===== config.mk =====
export PLATFORM = sky130hd
export DESIGN_NAME = alu_unit
export DESIGN_NICKNAME = d
export VERILOG_FILES = /design/src/rtl/alu_pkg.sv /design/src/rtl/alu_ctrl_decode.sv /design/src/rtl/alu_unit.sv
export SDC_FILE = /design/constraint.sdc
export NUM_CORES = 1
export LEC_CHECK = 0
export ABC_AREA = 1
export BUFFER_PORTS_ARGS = -buffer_cell sky130_fd_sc_hd__buf_2
export CORE_MARGIN = 10
export CORE_UTILIZATION = 47
export CTS_BUF_LIST = sky130_fd_sc_hd__clkbuf_16
export DETAILED_ROUTE_END_ITERATION = 10
export PLACE_DENSITY = 0.66
export SLEW_MARGIN = 10
export SYNTH_ARGS = -nofsm -noshare
export SYNTH_HDL_FRONTEND = slang
export SYNTH_SLANG_ARGS = --single-unit

===== constraint.sdc =====
create_clock -name clk -period 2.95 [get_ports clk]
set_input_delay 0.59 -clock clk [delete_from_list [all_inputs] [get_ports clk]]
set_output_delay 0.59 -clock clk [all_outputs]
set_load 0.02 [all_outputs]

===== src/rtl/alu_pkg.sv =====
// Shared types and constants for the execute-stage ALU: operation codes,
// ALUOp values from the main decoder and the ALU sequencing states.
package alu_pkg;

    typedef enum logic [3:0] {
        ALU_ADD  = 4'b0000,
        ALU_SUB  = 4'b0001,
        ALU_AND  = 4'b0010,
        ALU_OR   = 4'b0011,
        ALU_XOR  = 4'b0100,
        ALU_SLT  = 4'b0101,
        ALU_SLTU = 4'b0110,
        ALU_SLL  = 4'b0111,
        ALU_SRL  = 4'b1000,
        ALU_SRA  = 4'b1001
    } alu_ctrl_t;

    typedef enum logic [1:0] {
        ST_IDLE  = 2'b00,
        ST_SHIFT = 2'b01,
        ST_DONE  = 2'b10
    } alu_state_t;

    localparam logic [1:0] ALUOP_MEM  = 2'b00;
    localparam logic [1:0] ALUOP_BR   = 2'b01;
    localparam logic [1:0] ALUOP_R    = 2'b10;
    localparam logic [1:0] ALUOP_RSVD = 2'b11;

    function automatic logic is_shift_op(input alu_ctrl_t ctrl);
        return (ctrl == ALU_SLL) || (ctrl == ALU_SRL) || (ctrl == ALU_SRA);
    endfunction

endpackage


===== src/rtl/alu_ctrl_decode.sv =====
// Pure combinational ALU control decode; also used by the branch-compare path.
module alu_ctrl_decode
    import alu_pkg::*;
(
    input  logic [1:0] alu_op,
    input  logic [2:0] funct3,
    input  logic [6:0] funct7,
    input  logic [6:0] op,
    output alu_ctrl_t  alu_ctrl
);

    // Only bit 5 of funct7/op distinguishes operations.
    logic unused_bits;
    assign unused_bits = ^{funct7[6], funct7[4:0], op[6], op[4:0]};

    always_comb begin
        alu_ctrl = ALU_ADD;
        case (alu_op)
            ALUOP_MEM, ALUOP_RSVD: alu_ctrl = ALU_ADD;
            ALUOP_BR:              alu_ctrl = ALU_SUB;
            ALUOP_R: begin
                case (funct3)
                    3'b000:  alu_ctrl = ({op[5], funct7[5]} == 2'b11) ? ALU_SUB : ALU_ADD;
                    3'b001:  alu_ctrl = ALU_SLL;
                    3'b010:  alu_ctrl = ALU_SLT;
                    3'b011:  alu_ctrl = ALU_SLTU;
                    3'b100:  alu_ctrl = ALU_XOR;
                    3'b101:  alu_ctrl = funct7[5] ? ALU_SRA : ALU_SRL;
                    3'b110:  alu_ctrl = ALU_OR;
                    default: alu_ctrl = ALU_AND;
                endcase
            end
            default: alu_ctrl = ALU_ADD;
        endcase
    end

endmodule


===== src/rtl/alu_unit.sv =====
// Handshaked execute-stage ALU with a registered result; shifts run iteratively,
// moving at most SHIFT_STEP bit positions per cycle.
module alu_unit
    import alu_pkg::*;
#(
    parameter int XLEN       = 32,
    parameter int SHIFT_STEP = 1
) (
    input  logic            clk,
    input  logic            rst,
    input  logic            in_valid,
    output logic            in_ready,
    input  logic [1:0]      alu_op,
    input  logic [2:0]      funct3,
    input  logic [6:0]      funct7,
    input  logic [6:0]      op,
    input  logic [XLEN-1:0] src_a,
    input  logic [XLEN-1:0] src_b,
    output logic            out_valid,
    input  logic            out_ready,
    output logic [XLEN-1:0] result,
    output logic            zero,
    output logic [3:0]      alu_ctrl
);

    localparam int SHW = $clog2(XLEN);
    // Shift distances of XLEN or more never occur, so cap the candidate set.
    localparam int NCAND = (SHIFT_STEP < XLEN) ? SHIFT_STEP : XLEN - 1;
    localparam logic [SHW:0] STEP_W = (SHW + 1)'(SHIFT_STEP);

    alu_state_t      state_reg, state_next;
    alu_ctrl_t       ctrl_reg, ctrl_next;
    logic [XLEN-1:0] result_reg, result_next;
    logic            zero_reg, zero_next;
    logic [XLEN-1:0] work_reg, work_next;
    logic [SHW-1:0]  rem_reg, rem_next;

    alu_ctrl_t       dec_ctrl;
    logic [XLEN-1:0] alu_res;
    logic [SHW-1:0]  shamt;
    logic [SHW-1:0]  step_d;
    logic            last_step;
    logic [XLEN-1:0] shifted;
    logic [XLEN-1:0] cand [1:NCAND];
    logic            load;

    alu_ctrl_decode u_decode (
        .alu_op   (alu_op),
        .funct3   (funct3),
        .funct7   (funct7),
        .op       (op),
        .alu_ctrl (dec_ctrl)
    );

    assign shamt     = src_b[SHW-1:0];
    assign last_step = ({1'b0, rem_reg} <= STEP_W);
    assign step_d    = last_step ? rem_reg : STEP_W[SHW-1:0];

    generate
        for (genvar gi = 1; gi <= NCAND; gi++) begin : g_cand
            assign cand[gi] = (ctrl_reg == ALU_SLL) ? (work_reg << gi) :
                              (ctrl_reg == ALU_SRA) ? $unsigned($signed(work_reg) >>> gi) :
                                                      (work_reg >> gi);
        end
    endgenerate

    always_comb begin
        shifted = work_reg;
        for (int i = 1; i <= NCAND; i++) begin
            if (step_d == SHW'(i)) shifted = cand[i];
        end
    end

    // Shift ops only reach this path with shamt==0, where the result is src_a.
    always_comb begin
        alu_res = src_a;
        case (dec_ctrl)
            ALU_ADD:  alu_res = src_a + src_b;
            ALU_SUB:  alu_res = src_a - src_b;
            ALU_AND:  alu_res = src_a & src_b;
            ALU_OR:   alu_res = src_a | src_b;
            ALU_XOR:  alu_res = src_a ^ src_b;
            ALU_SLT:  alu_res = {{(XLEN-1){1'b0}}, $signed(src_a) < $signed(src_b)};
            ALU_SLTU: alu_res = {{(XLEN-1){1'b0}}, src_a < src_b};
            default:  alu_res = src_a;
        endcase
    end

    always_comb begin
        state_next  = state_reg;
        ctrl_next   = ctrl_reg;
        result_next = result_reg;
        zero_next   = zero_reg;
        work_next   = work_reg;
        rem_next    = rem_reg;
        load        = 1'b0;

        case (state_reg)
            ST_IDLE: load = in_valid;
            ST_SHIFT: begin
                if (last_step) begin
                    result_next = shifted;
                    zero_next   = (shifted == '0);
                    rem_next    = '0;
                    state_next  = ST_DONE;
                end else begin
                    work_next = shifted;
                    rem_next  = rem_reg - step_d;
                end
            end
            ST_DONE: begin
                if (out_ready) begin
                    state_next = ST_IDLE;
                    load       = in_valid;
                end
            end
            default: state_next = ST_IDLE;
        endcase

        if (load) begin
            ctrl_next = dec_ctrl;
            if (is_shift_op(dec_ctrl) && (shamt != '0)) begin
                work_next  = src_a;
                rem_next   = shamt;
                state_next = ST_SHIFT;
            end else begin
                result_next = alu_res;
                zero_next   = (alu_res == '0);
                state_next  = ST_DONE;
            end
        end
    end

    always_ff @(posedge clk) begin
        if (rst) begin
            state_reg  <= ST_IDLE;
            ctrl_reg   <= ALU_ADD;
            result_reg <= '0;
            zero_reg   <= 1'b1;
            work_reg   <= '0;
            rem_reg    <= '0;
        end else begin
            state_reg  <= state_next;
            ctrl_reg   <= ctrl_next;
            result_reg <= result_next;
            zero_reg   <= zero_next;
            work_reg   <= work_next;
            rem_reg    <= rem_next;
        end
    end

    assign in_ready  = (state_reg == ST_IDLE) || ((state_reg == ST_DONE) && out_ready);
    assign out_valid = (state_reg == ST_DONE);
    assign result    = result_reg;
    assign zero      = zero_reg;
    assign alu_ctrl  = ctrl_reg;

endmodule


Word level (Yosys, flattened, before mapping). Index checks and enable logic that the tools add are counted.

Input bits: 87. Output and inout bits: 39. Register bits after elaboration: 76. Logic and storage cells: 88.

Add/sub/neg operators: 3. $lt $le $gt $ge: 3. Equality and inequality tests: 27. Reductions and logical operators: 14. Muxes and demuxes: 32. Bitwise gates (word level): 3.

Operators with widths (count): 2-to-1 mux 32 bit (11); one-hot mux 32 bit (7 select lines) (1); logical NOT 32 bit (2); less-than comparator 32 bit (2); adder 32 bit (1); bitwise AND 32 bit (1); OR 32 bit (1); subtractor 32 bit (1); bitwise XOR 32 bit (1); one-hot mux 4 bit (7 select lines) (1); 2-to-1 mux 5 bit (5); equality test 4 x 3 -> 1 bit, second input constant (5); equality test 4 bit, second input constant (3); one-hot mux 4 bit (3 select lines) (1); equality test 3 bit, second input constant (3); equality test 2 bit, second input constant (4); equality test 4 x 2 -> 1 bit, second input constant (2); 2-to-1 mux 2 bit (4); 2-to-1 mux 1 bit (7); equality test 3 x 2 -> 1 bit, second input constant (2); one-hot mux 2 bit (3 select lines) (1); equality test 5 x 1 -> 1 bit, second input constant (1); less-or-equal comparator 5 x 1 -> 1 bit, second input constant (1); nonzero test 5 bit (1); 15 further kinds (20).

Depth between registers and ports, before layout. Gate-level depths: netlist (run 1).

Word-level depth: 10. Gate-level depth with buffers: 23. Depth with buffers taken out: 22.

Hierarchy. Synthesis (run 1) repeated with hierarchy kept, for this count alone.

Cells, all modules: 2088. Area total of the unflattened synthesis: 11487.3 um^2.

Modules (own cells, without submodules): alu_unit (times used 1, seq. area each 1521.5 um^2, area each 11333.4 um^2, cells an instance 2058); alu_ctrl_decode (times used 1, seq. area each 0.0 um^2, area each 153.9 um^2, cells an instance 30).

Worst setup path before layout (run 1). Ideal clock, no wire load.

Path kind: input port to flip-flop. From: input src_a[0]. To: register zero_reg (netlist: zero). Stages on the path: 20. Path buffers: 0. Slack: 0.384 ns. Data arrival time: 2.507 ns. Data required time: 2.891 ns. Library setup time: 0.059 ns. Cell sequence: inv_1 > ha_1 > fa_1 > inv_1 > nand2_1 > nand3_1 > nand2_1 > nand2_1 > nand2_1 > nand2_1 > nand2_1 > nand3_1 > nand3_1 > nor3_1 > nand2_1 > nor2_1 > nand3_1 > nor2_1 > nand2_1 > nand2_1.

Longest elaborated chain between the ends: 5. Elaborated cells on any way between the ends: 11. Classes of those cells: 2 x add/sub; 2 x order compare; 3 x mux; 3 x bitwise; 1 x reduce/logical.

RTL lines: start: declaration (line alu_unit.sv:17) `input logic [XLEN-1:0] src_a,`; subtractor 32 bit (tied with other cells) (line alu_unit.sv:79) `ALU_SUB: alu_res = src_a - src_b;`; one-hot mux 32 bit (7 select lines) (*) (line alu_unit.sv:77) `case (dec_ctrl)`; logical NOT 32 bit (*) (line alu_unit.sv:128) `zero_next = (alu_res == '0);`; 2-to-1 mux 1 bit (*) (line alu_unit.sv:122) `if (is_shift_op(dec_ctrl) && (shamt != '0)) begin`; 2-to-1 mux 1 bit (*) (line alu_unit.sv:120) `if (load) begin`; end signal: assignment (line alu_unit.sv:146) `zero_reg <= zero_next;`; end: declaration (line alu_unit.sv:34) `logic zero_reg, zero_next;`.

Every way passes the cells marked *; elsewhere a longest branch is shown, timed or not. A chain may end at the register's enable or synchronous reset.

Worst setup path after layout (run 1).
From: input src_a[1]. To: register zero_reg (netlist: zero).

Same word-level chain as after synthesis.

==> results of run 1 <==
-- worst max-delay path, cell delays in order --
cell,delay [ns]
buf_2,0.11
buf_4,0.15
ha_1,0.20
inv_1,0.09
nand3_1,0.22
nand3_1,0.19
nand2_2,0.09
buf_4,0.14
nand2_1,0.09
nand2_2,0.12
nand2_1,0.08
a21oi_1,0.06
nor2_1,0.14
nand2_1,0.07
nand2_1,0.14
nand2_1,0.08
nor2_1,0.11
nand2_1,0.07
nor3_2,0.19
nand2_1,0.07
nand2_1,0.05
-- through the flow --
stage,std cells,hold WS (ns)
global route,2901,0.503
CTS,2898,0.476
global placement,2882,0.457
floorplan,2133,0.446
finish,2901,0.474
detailed placement,2882,0.469
-- cells by family after synthesis --
kind of cell,share of synthesized area
adder cells (fa/ha/maj),0.130
AND/OR/NAND/NOR,0.405
buffers and inverters,0.151
flip-flops,0.132
XOR/XNOR,0.00761
AO/OA/AOI/OAI,0.175
-- final cells by class --
cell class | count | area share
Clock buffer | 9 | 0.0141
Clock inverter | 7 | 0.00675
Inverter | 345 | 0.0814
Multi-Input combinational cell | 1618 | 0.540
Sequential cell | 76 | 0.0954
Tap cell | 324 | 0.0254
Timing Repair Buffer | 522 | 0.237
-- per-layer routing --
metal / track usage / up-vias / part of all wire
met1: 0.414 / 7143 / 0.43
met4: 0.125 / 0 / 0.038
met5: 0 / - / 0
li1: - / 7643 / -
met2: 0.500 / 694 / 0.44
met3: 0.0543 / 96 / 0.093
-- repair_timing --
item / 4_1_cts / 5_1_grt
setup buffers: 0 / 3
hold buffers: 0 / 0
setup endpoints to repair: 0 / 5
resized for setup: 0 / 87
-- power by group through the flow --
stage / Combinational [mW] / Sequential, mW / Clock (mW)
final: 2.90 / 1.14 / 1.23
after global routing: 3.14 / 1.14 / 1.28
after CTS: 2.74 / 1.13 / 1.23
after floorplan: 1.26 / 1.22 / 0
after global placement: 2.69 / 1.15 / 0
after detailed placement: 2.73 / 1.16 / 0
-- path summary, 6_finish.rpt --
check               end  cells after the start
max                zero                     21
min          result[29]                      2
max reg2reg        zero                     12
min reg2reg  result[29]                      2
-- layout by cell type, fill, tap and decap left out, types with 4 or more instances in the layout --
master     instances
nand2_2           23
nand3b_1           5
nand2_1          604
nand4_1           28
nor2_4             4
o21bai_1          11
inv_1            332
nor3_2            11
nand3_1          184
buf_2            113
xor2_1            10
nand3_2            7
inv_2             12
a211oi_1           4
a21oi_1          144
ha_1              98
nor2_1           201
o211ai_1           9
ha_2               8
o22ai_1            7
ha_4              10
and2_1             4
nand2_4            4
o21ai_0          164
a31oi_1            4
dfxtp_1           76
nor2_2            16
nor3_1            13
clkbuf_16          9
buf_4            397
o21ai_1           14
buf_12            11
a21oi_2            8
==> results list, run 1 <==
* WL final: 51.1 mm
- Across the run, the number of max-cap violations was 0.
- CTS built an H-tree with a depth of 3.
- Total power of the final layout: 5.27 mW
- Switching power of the nets: 2.14 mW
- The mapped netlist covers 11500 µm².
- The share of total power dissipated in the clock network is 0.234.
* Std cell rows: 57
* Residual DRC count: 0
- The first global-routing pass estimated 77.0 mm of wire.
- Counting flops with an async set or reset pin after synthesis yields a share of 0.
- Static timing analysis puts the maximum clock frequency at 357 MHz.
* Top cell types by occurrence after synthesis: nand2_1, inv_1, nor2_1
- Detailed routing inserted a total of 15600 vias.
* Worst path setup slack after routing: 0.152 ns
- Largest vdd supply drop: 0.335 mV
- Share of the synthesized area in the top cell type: 0.203
* Clock tree from TritonCTS: built
- Number of endpoints failing setup at the final stage: 0
- Buffers placed on the I/O ports in this run total 113.
* Synthesized netlist net count: between 2000 and 2500
* Multi-input gate area: 8610 µm²
* Leftover overflow at the end of global routing: 0
* Number of buffers between clock root and the deepest sink: 2
* Mean cell area of the mapped netlist: 5.39 µm²
* Slew of the pin with the lowest slew margin: 0.886 ns
- The worst hold path begins at result[29].
* Inserted Diodes: 0
* Combinational cell fraction of total power: 0.551
* Shortest period the worst path allows: 2.80 ns
- In this run, the number of DRC markers left after iteration 0 of detailed routing was 1407.
* Arrival time reported for the critical path endpoint: around 3.1 ns
* Largest net degree at the start of global routing: 67
- Floorplan Core Area: about 24000 µm²
- Area leader, netlist: nand2_1
- Post-detailed-route via-to-cell ratio: 5.37
* Total internal power: 3.13 mW
- Die ar.: 31100 µm²
- In the finished design, the share of the clock period the worst path needs comes to 0.948.
- Net count of the finished layout: 2777
- Vias in the first global route: 14500
- Worst slew margin: 0.409
- In this run the critical register-to-register path is launched from alu_ctrl[3].
* Worst-skew pair later-pin latency: 0.34 ns
- The number of antenna violations at the first check in global routing was 0.
- The final count of pins violating max slew was 0.
- In the final layout, the share of cells above drive strength 1 is 0.251.
* Fill count: 2367
* Start-to-end type of the worst setup path: primary input to flip-flop
- Dividing total power by cell area gives a power density of 331 nW/µm².
- For flop-to-flop paths, the worst setup slack is 0.48 ns.
- Pre-antenna DRT Iters: 6
- Measured on the finished design, the core utilization comes to 0.659.
- In the global route stage, overall resource usage came out at 0.314.
- Most common cell in the netlist: nand2_1
- CP Launch Point: src_a[1]
- Sequential element share of the synthesized area: 0.132
- STA classifies the critical path startpoint as a primary input.
- Detailed placement finished with a half-perimeter wire length of between 40 and 50 mm.
- Inserted Clock Buffers: 9
* Clk root buf: clkbuf_16
- Once layout is done, the placed cells without fillers occupy ~16000 µm².
* Leakage Power: 8.77 nW
- Worst setup slack after placement: -0.240 ns
* Clock-pin slew reported for the worst setup and hold paths after clock tree synthesis: ~0.05 ns
* Gate count after technology mapping: 2133
- For this configuration, the core starts out at a cell density of 0.476.
* Hold/Removal Path Class: flip-flop to flip-flop
- Warning count from the yosys run: 0
- Width of the chip: around 180 µm
* Height of the die: 176 µm
* Primary FF master, synth: dfxtp_1
- Adding up every negative setup slack in the final design gives 0 ns.
* Relative area change from synthesis to final layout: 38.5%
- Endpoints failing hold: 0
- Routability-driven placement finished with a final weighted congestion of 1.03.
- FF+latch count, synth: 76
* Setup crit end kind: flip-flop
- Critical path peak fanout: 4
* Worst Path Required: 3.23 ns
- I/O pin total: 126
- Routed wire per std cell: between 15 and 20 µm
* Sw Share: 0.407
* Run status: finished clean
- DP Area: 15200 µm²
- Power share of the sequential group: 0.215
- Clock tree synthesis found a total of 76 sinks.
- Counting distinct cell types in the post-synthesis netlist gives 47.
- Sequential cell area: 1520 µm²
- Largest cells by area after synthesis: nand2_1, dfxtp_1, ha_1, inv_1, nand3_1
* Number of synthesized flops with an enable pin: 0
- Final antenna-violating net count: 0
* Final clock skew: between 0.003 and 0.004 ns
No activity file was read; power rests on OpenSTA's default activity.
==> inputs of run 2 (changes only) <==
--- a/config.mk
+++ b/config.mk
@@ -12,6 +12,7 @@
 export CTS_BUF_LIST = sky130_fd_sc_hd__clkbuf_16
 export DETAILED_ROUTE_END_ITERATION = 10
 export PLACE_DENSITY = 0.66
+export RECOVER_POWER = 50
 export SLEW_MARGIN = 10
 export SYNTH_ARGS = -nofsm -noshare
 export SYNTH_HDL_FRONTEND = slang
==> results list, run 2 (synthesis gave the netlist of run 1 again) <==
* CP startpoint kind: primary input
* Slew of the pin with the lowest slew margin: 1.13 ns (+0.239 ns)
- The maximum fanout count along the critical path came to 4 (unchanged).
- The area growth from synthesis to layout is 37.9%.
- The number of non-filler instances in the completed layout was 2901 (unchanged).
- Leading cell types in the layout, fill and taps excluded: nand2_1, buf_4, inv_1
- Clock tree from TritonCTS: built
* Initial antenna violation count: 0 (unchanged)
- Critical-path cell with the highest stage delay: nand3_1
- Vias after detailed routing: 15500 (-0.30%)
- The remaining max-slew budget at the tightest pin is 0.250 (-0.159).
- The CTS sink count was 76 (unchanged).
- Fill count: 2410 (+1.8%)
* Port-buffer cells: 113 (unchanged)
- The total length of routed met3 wires came to 4.60 mm (-3.5%).
- The number of DRC violations after detailed-routing iteration 0 was 1367 (-2.8%).
- The overall track demand over capacity in global routing is 0.314 (unchanged).
- The total power is 5.25 mW (-0.33%).
* M1 WL: 22.1 mm (+0.53%)
- The static leakage is 8.62 nW (-1.8%).
- The worst endpoint required time came to 3.23 ns (about the same).
- By startpoint and endpoint, the worst setup path is classified as primary input to flip-flop.
- Vias in the first global route: 14500 (unchanged)
- The worst-skew pair later-pin latency is 0.34 ns (about the same).
- The number of buffers added by the clock tree synthesis step was 9 (unchanged).
- Cell mode on critical path: nand2_1
* WL final: 51.1 mm (about the same)
- Hold/Removal Path Class: flip-flop to flip-flop
- Number of placed instances, taps included: 2882 (unchanged)
- The wire length of the first global-routing pass came to 77.0 mm (unchanged).
- Setup crit end kind: flip-flop
- The final routed wire length divided by cell count came to 17.6 µm (about the same).
* Height of the die: 176 µm (unchanged)
- Die ar.: 31100 µm² (unchanged)
- The core area came to 24200 µm² (unchanged).
* Largest vdd supply drop: 0.335 mV (about the same)
- The maximum single-stage delay on the critical path was 0.21 ns (about the same).
- Residual DRC count: 0 (unchanged)
- The signal on the critical path passes through buf_2 -> buf_4 -> ha_1 -> inv_1 -> nand3_1 -> nand3_1 -> nand2_2 -> buf_4 -> nand2_1 -> nand2_2 -> nand2_1 -> a21oi_1 -> nor2_1 -> nand2_1 -> nand2_1 -> nand2_1 -> nor2_1 -> nand2_1 -> nor3_2 -> nand2_1 -> nand2_1.
- The number of H-tree levels came to 3 (unchanged).
* Number of endpoints failing setup at the final stage: 0 (unchanged)
- The period utilization came to 0.947 (-0.00187).
* Post-route worst hold slack: 0.478 ns (+0.00379 ns)
- Initial standard-cell utilization of the core: 0.476 (unchanged)
* Number of slew-limit violations in the final report: 0 (unchanged)
* Final cell area excluding filler cells: 15900 µm² (-0.48%)
- The clock transition at the registers of the reported paths is 0.05 ns (about the same).
* Routed wl met2: 22.5 mm (about the same)
* Post-layout util: 0.656 (-0.00316)
- The maximum number of pins on one net before global-route repair came to 67 (unchanged).
- The arrival time reported for the critical path endpoint came to 3.08 ns (about the same).
- The number of violations of the max-capacitance limit was 0 (unchanged).
- The number of routed nets with antenna violations came to 0 (unchanged).
* DP Area: 15200 µm² (unchanged)
- The final RePlAce weighted congestion came to 1.03 (unchanged).
- The time the worst path needs with I/O delays and setup came to 2.79 ns (-0.00552 ns).
- The library cell used most frequently in the layout, excluding fill and tap cells, is nand2_1.
* Number of buffers between clock root and the deepest sink: 2 (unchanged)
* Top Metal Used: met4
- The count of boundary I/O pins is 126 (unchanged).
* Std cell rows: 57 (unchanged)
- Run status: finished clean
* Max Fclk: 358 MHz (+0.20%)
- Detailed-placement wirelength estimate: 42.7 mm (unchanged)
* Clk root buf: clkbuf_16
* Post-detailed-route via-to-cell ratio: 5.35 (-0.30%)
- Crit path buf inv count: 4 (unchanged)
- Power density normalized to cell area: 331 nW/µm² (+0.15%)
- The number of diodes added for antenna fixing is 0 (unchanged).
* Endpoints failing hold: 0 (unchanged)
- The final global-route overflow total came to 0 (unchanged).
- Net count of the finished layout: 2777 (unchanged)
- Among cell families on the critical path, the largest total delay comes from simple AND/OR/NAND/NOR gates.
* Final clock skew: 0.00324 ns (-0.000539 ns)
- The die width was 176 µm (unchanged).
- Ratio of cells with drive above 1 in the final layout: 0.236 (-0.0159)
- Pre-antenna DRT Iters: 6 (unchanged)
-- run 2: cell types whose count changed in the layout (fill, tap and decap cells not counted) --
cell,previous run,this run
clkbuf_1,0,40
nand2_2,23,22
buf_12,11,9
nand2_1,604,605
buf_2,113,74
o21ai_0,164,165
o21ai_1,14,13
buf_6,1,2
-- run 2: layout make-up --
cell class	count	area (µm²)	share of cell area
tap	324	405	0.0256
timing repair buffer	522	3700	0.233
sequential	76	1520	0.0959
inverter	345	1300	0.0818
multi-input combinational	1618	8600	0.542
clock inverter	7	108	0.00678
clock buffer	9	225	0.0142
-- run 2: tightest hold or removal path: stages (launching register included) --
cell and delay [ns]:
dfxtp_1 0.31, nand2_1 0.06, a211oi_1 0.06
-- run 2: report_power, final --
part | switching, mW | internal (mW)
sequential | 0.0413 | 1.10
clock | 0.417 | 0.816
combinational | 1.69 | 1.20
-- run 2: repair_timing --
| action | CTS | global route |
|---|---|---|
| gates resized for setup | 0 | 87 |
| setup buffers | 0 | 3 |
| setup endpoints to repair | 0 | 5 |
| hold buffers | 0 | 0 |
-- run 2: routing by layer --
metal / GRT usage / vias up
met5: 0 / -
met1: 0.414 / 7125
met4: 0.125 / 0
met2: 0.500 / 660
met3: 0.0543 / 97
li1: - / 7647
-- run 2: path summary, 6_finish.rpt --
check	to	slack, ns	startpoint	cells after the start
worst max-delay path	zero	0.16	src_a[1]	21
worst min-delay path	result[29]	0.48	result[29]	2
worst min register to register	result[29]	0.48	result[29]	2
worst max register to register	zero	0.49	alu_ctrl[3]	12
-- run 2: metrics by stage --
stage,TNS [ns],setup WS [ns]
final,0,0.158
after global routing,-0.00508,-0.00508
after CTS,0,0.0891
after detailed placement,-0.996,-0.240
after global placement,-0.621,-0.223
after floorplan,0,0.384
